<file path="src/rtl/ws2812_chain_driver.sv">
// WS2812B chain driver: streams NUM_LEDS 24-bit pixels from a synchronous pixel RAM as 1/0 pulse code, then latches.
// Latency: start in cycle k -> busy in k+1, first dout rise in k+3, done at k+3+24*(THx+TLx)*NUM_LEDS+TRES.
// Backpressure: none; start is sampled only in IDLE and dropped while busy. The RAM is read with fixed 1-cycle latency.
//
// Ports: clk, reset (sync, active-high), start, pix_addr/pix_data (RAM read port),
//        bright (only when WS_BRIGHTNESS_EN is defined), dout (LED data pin), busy, done.
// Optional feature macro: WS_BRIGHTNESS_EN scales each colour byte by (bright+1)/256 when a pixel is loaded.
module ws2812_chain_driver #(
    parameter int NUM_LEDS = 64,
    parameter int T0H      = 16,
    parameter int T0L      = 34,
    parameter int T1H      = 32,
    parameter int T1L      = 18,
    parameter int TRES     = 2000,
    localparam int AW      = (NUM_LEDS > 1) ? $clog2(NUM_LEDS) : 1
) (
    input  logic          clk,
    input  logic          reset,
    input  logic          start,
    output logic [AW-1:0] pix_addr,
    input  logic [23:0]   pix_data,
`ifdef WS_BRIGHTNESS_EN
    input  logic [7:0]    bright,
`endif
    output logic          dout,
    output logic          busy,
    output logic          done
);

    localparam int MAX_A = (T0H > T0L) ? T0H : T0L;
    localparam int MAX_B = (T1H > T1L) ? T1H : T1L;
    localparam int MAX_C = (MAX_A > MAX_B) ? MAX_A : MAX_B;
    localparam int MAXT  = (MAX_C > TRES) ? MAX_C : TRES;
    localparam int PW    = $clog2(MAXT + 1);

    // Phase counter counts down from duration-1 to 0.
    localparam logic [PW-1:0] T0H_M1  = PW'(T0H - 1);
    localparam logic [PW-1:0] T0L_M1  = PW'(T0L - 1);
    localparam logic [PW-1:0] T1H_M1  = PW'(T1H - 1);
    localparam logic [PW-1:0] T1L_M1  = PW'(T1L - 1);
    localparam logic [PW-1:0] TRES_M1 = PW'(TRES - 1);
    localparam logic [AW-1:0] LAST_ADDR = AW'(NUM_LEDS - 1);

    typedef enum logic [2:0] {IDLE, FETCH, HIGH, LOW, LATCH} state_t;

    state_t          state_q, state_d;
    logic [PW-1:0]   phase_q, phase_d;
    logic [4:0]      bit_q, bit_d;
    logic [AW-1:0]   led_q, led_d;
    logic [23:0]     sr_q, sr_d;
    logic            last_q, last_d;
    logic            dout_q, busy_q, done_q;
    logic            done_d;
    logic            load;
    logic [23:0]     pix_load;

`ifdef WS_BRIGHTNESS_EN
    function automatic logic [7:0] scale(input logic [7:0] b, input logic [8:0] k);
        logic [15:0] p;
        p = {8'b0, b} * {7'b0, k};
        return 8'(p >> 8);
    endfunction

    logic [8:0] bright_k;
    assign bright_k = {1'b0, bright} + 9'd1;
    assign pix_load = {scale(pix_data[23:16], bright_k),
                       scale(pix_data[15:8],  bright_k),
                       scale(pix_data[7:0],   bright_k)};
`else
    assign pix_load = pix_data;
`endif

    always_comb begin
        state_d = state_q;
        phase_d = phase_q;
        bit_d   = bit_q;
        led_d   = led_q;
        sr_d    = sr_q;
        last_d  = last_q;
        done_d  = 1'b0;
        load    = 1'b0;
        case (state_q)
            IDLE: begin
                led_d   = '0;
                phase_d = '0;
                bit_d   = '0;
                if (start) begin
                    state_d = FETCH;
                    phase_d = PW'(1);   // address cycle, then data cycle
                end
            end
            FETCH: begin
                if (phase_q != '0) phase_d = phase_q - 1'b1;
                else               load    = 1'b1;
            end
            HIGH: begin
                if (phase_q != '0) begin
                    phase_d = phase_q - 1'b1;
                end else begin
                    state_d = LOW;
                    phase_d = sr_q[23] ? T1L_M1 : T0L_M1;
                end
            end
            LOW: begin
                if (phase_q != '0) begin
                    phase_d = phase_q - 1'b1;
                end else if (bit_q != 5'd0) begin
                    sr_d    = sr_q << 1;
                    bit_d   = bit_q - 5'd1;
                    state_d = HIGH;
                    phase_d = sr_q[22] ? T1H_M1 : T0H_M1;
                end else if (!last_q) begin
                    load = 1'b1;        // next pixel already addressed, no gap
                end else begin
                    state_d = LATCH;
                    phase_d = TRES_M1;
                end
            end
            LATCH: begin
                if (phase_q != '0) begin
                    phase_d = phase_q - 1'b1;
                end else begin
                    state_d = IDLE;
                    done_d  = 1'b1;
                    led_d   = '0;
                end
            end
            default: state_d = IDLE;
        endcase

        // Pixel load: the address in led_q is the pixel being loaded. Advancing
        // led_q on the same edge makes it point at the next pixel from the first
        // HIGH cycle on. last_q remembers that the loaded pixel ends the frame.
        if (load) begin
            sr_d    = pix_load;
            bit_d   = 5'd23;
            state_d = HIGH;
            phase_d = pix_load[23] ? T1H_M1 : T0H_M1;
            last_d  = (led_q == LAST_ADDR);
            if (led_q != LAST_ADDR) led_d = led_q + 1'b1;
        end
    end

    always_ff @(posedge clk) begin
        if (reset) begin
            state_q <= IDLE;
            phase_q <= '0;
            bit_q   <= '0;
            led_q   <= '0;
            sr_q    <= '0;
            last_q  <= 1'b0;
            dout_q  <= 1'b0;
            busy_q  <= 1'b0;
            done_q  <= 1'b0;
        end else begin
            state_q <= state_d;
            phase_q <= phase_d;
            bit_q   <= bit_d;
            led_q   <= led_d;
            sr_q    <= sr_d;
            last_q  <= last_d;
            dout_q  <= (state_d == HIGH);
            busy_q  <= (state_d != IDLE);
            done_q  <= done_d;
        end
    end

    assign pix_addr = led_q;
    assign dout     = dout_q;
    assign busy     = busy_q;
    assign done     = done_q;

endmodule
</file>
<file path="config.mk">
export PLATFORM = sky130hd
export DESIGN_NAME = ws2812_chain_driver
export DESIGN_NICKNAME = d
export VERILOG_FILES = /design/src/rtl/ws2812_chain_driver.sv
export SDC_FILE = /design/constraint.sdc
export NUM_CORES = 1
export LEC_CHECK = 0
export ABC_CLOCK_PERIOD_IN_PS = 3100
export CAP_MARGIN = 20
export CORE_MARGIN = 2
export CORE_UTILIZATION = 59
export DETAILED_ROUTE_END_ITERATION = 10
export PLACE_DENSITY = 0.89
export SKIP_LAST_GASP = 1
export SLEW_MARGIN = 20
export SYNTH_ARGS = -nofsm -noshare
export SYNTH_HDL_FRONTEND = slang
export SYNTH_SLANG_ARGS = --single-unit
</file>
<file path="constraint.sdc">
create_clock -name clk -period 3.1 [get_ports clk]
set_input_delay 0.775 -clock clk [delete_from_list [all_inputs] [get_ports clk]]
set_output_delay 0.775 -clock clk [all_outputs]
set_load 0.02 [all_outputs]
</file>
==> run metrics <==
outcome=complete, no violations; die area=5330 um^2; Hold Path End=sr_q[5]; final setup violation count=0; r2r setup slk=700 ps; Worst path slowest cell=and3_1; initial cell density of the core=0.602; hold_buf cts=0; placer's final routability congestion estimate=1.00; final hold vios=0; final instance area=3260 um^2; yosys warns=0; clock tree buffer depth=2; Vias=2775; diode count=0; clock sink count=53; crit path kind=flip-flop to flip-flop; maximum VDD drop=approximately 0.50 mV; synthesized flop and latch total=53; Rel. slew slack=0.361; internal power=1.78 mW; Finished Layout Cells=approximately 430; Slew Viols, Final=0; synthesized area=2810 um^2; synthesized instance count=343; die height=73.0 um; register area share after synthesis=0.378; worst hold path type=flip-flop to flip-flop; Setup TNS=0 ps; worst slew pin tran=between 900 and 1000 ps; Compound-Gate Fraction of Synth Area=0.307; H-tree levels=2; post-synthesis mux area share=0.00357; Critical Path Fanout Max=10; Setup crit start kind=flip-flop; Synth-to-Final Area Change=16.1%; area occupied by multi-input gates=1620 um^2; routed vias/inst=6.48; crit-path leading delay family=simple AND/OR/NAND/NOR gates; pre-CTS setup slack=roughly 750 ps; Adder-Cell Fraction of Synth Area=0.0178; die width=between 70 and 80 um; Async SR Flop Fraction=0; row cnt=25; switching pwr=1.67 mW; top sig layer=met4; minimum clock period after layout=2400 ps; drt pass-1 iters=6; Tot GR Track Use=0.261; critical path required time=3320 ps; r2r endpoint=pix_addr[4]; fillcell total=around 360; reg-to-reg startpoint=phase_q[0]; Detailed Route Iter0 Violations=about 260; CTS tree=built; Fmax achieved=about 0.42 GHz; simple-gate portion of the synthesized area=0.229; Cells after DPL=420; Resized Gates After CTS=0; layout cells sized above 1=0.0695; Core Area=4660 um^2; Post-synth EDFFs=0; DRC errors left=0; maxcap violations=0; WL final=approximately 7 mm; worst skew pair latency=310 ps; hold path start=sr_q[5]; CP Buf/Inv Count=2; Root Buffer=clkbuf_8; met3 routed WL=452 um; grt total ovfl=0; Synth Area per Inst=~8.2 um^2; Fin Clk Skew=approximately 16 ps; initial antenna violation count=0; first-pass GRT wire length=11.1 mm; Clock transition at path regs=roughly 100 ps; number of global-route vias before repair=2500; Switching Fraction=0.483; combinational power share=0.561; Leak=1.15 nW; Cell variety after synth=roughly 60; Worst R2R Path Depth=8; pwr dens=roughly 1100 nW/um^2; Net Count, Synth=374; clock power share=0.115; Reg area=1060 um^2; Seq pwr share=0.324; Post-Synth XOR/XNOR Area=0.0187; worst hold path depth=2; CP endpoint kind=flip-flop; RSZ-0062 raised after global routing=false; met2 WL=3.25 mm; Antenna Nets Post-Route=0; largest stage delay on the critical path=460 ps; routed wire length per instance=~16 um; WHS=460 ps; worst path arrival time=2620 ps; Top FF cell, synth=dfxtp_1; Final WS setup=696 ps; cts bufs inserted=5; port bufs=35; # IOs=36; Final HPWL DP=4.84 mm; Nets=404; crit share post-route=0.775; Placed Area=3170 um^2; largest family of logic cells by synthesized area=compound AO/OA/AOI/OAI gates; worst-path cell chain=inv_1 -> ha_1 -> nor4b_4 -> and3_1 -> buf_4 -> nand2_2 -> o21a_1 -> a211oi_1; Post-CTS Setup Inserts=0; largest net degree at the start of global routing=44; M1 WL=2.92 mm
## worst max path at each step
stage	from	slack, ps	to	depth (start not counted)
6_report	phase_q[0]	700	pix_addr[4]	8
5_1_grt	bit_q[0]	510	busy	7
4_1_cts	bit_q[0]	730	busy	7
2_1_floorplan	phase_q[0]	1150	phase_q[10]	7
3_5_place_dp	bit_q[0]	750	busy	7
3_3_place_gp	bit_q[0]	790	busy	7
## final cells by class
cell class	count	area share
Clock buffer	6	0.0223
Clock inverter	2	0.00422
Inverter	9	0.0104
Multi-Input combinational cell	263	0.496
Sequential cell	53	0.325
Tap cell	54	0.0207
Timing Repair Buffer	41	0.121
## cells in the final DEF, fill, tap and decap left out, drive strengths merged, types with 10 or more instances in the layout
cell / count
a21oi: 40
a22oi: 24
clkdlybuf4s50: 35
dfxtp: 53
inv: 10
nand2: 40
nand3: 14
nor2: 29
nor3: 11
o21ai: 18
## logic make-up (layout without fill, tap and decap cells)
group | Yosys count | count (layout)
compound gates | 128 | 128
mux | 1 | 1
buf+inv | 27 | 58
fa+ha+maj | 4 | 4
xor+xnor | 6 | 6
simple gates | 124 | 124
flops | 53 | 53
## cells in the mapped netlist (4+ instances only)
cell	instances	area [um^2]
nand3_1	14	70.1
nor2_1	27	101
ha_1	4	50.1
or3_1	4	25.0
clkbuf_1	8	30.0
nand2_1	39	146
dfxtp_1	53	1060
a21oi_1	39	195
nand2b_1	6	37.5
o21ai_0	15	75.1
nor3_1	9	45.0
a211oi_1	4	30.0
inv_1	9	33.8
a22oi_1	24	180
buf_2	5	25.0
a31oi_1	5	31.3
## layer usage
metal  up-vias  global-route usage
met4         0               0.105
met2       131               0.428
li1       1338                   -
met1      1276               0.334
met3        30              0.0552
met5         -                   0
## metrics by stage
stage | util | power (mW)
after floorplan | - | 2.59
after global placement | 0.681 | 2.96
after detailed placement | 0.681 | 3.01
after CTS | 0.700 | 3.41
after global routing | 0.700 | 3.69
final | 0.700 | 3.45
## state kept, by name (all words and copies together) (netlist names)
register  flops
last_q        1
dout          1
bit_q         5
pix_addr      6
busy          1
phase_q      11
state_q       3
sr_q         24
done          1
## worst register-to-register path: cells and delay by family (launching register included)
family | cells | cell delay [ps]
adder cells (fa/ha/maj) | 1 | 220
flip-flops | 1 | 330
AO/OA/AOI/OAI | 2 | 470
buffers and inverters | 2 | 350
AND/OR/NAND/NOR | 3 | 950
## power groups by stage
stage	combinational [mW]	sequential, mW	clock [mW]
after detailed placement	1.88	1.13	0
after CTS	1.90	1.11	0.402
after floorplan	1.53	1.06	0
after global routing	2.12	1.14	0.430
final	1.93	1.12	0.398
after global placement	1.84	1.12	0
Power figures use the tool's default switching activity.
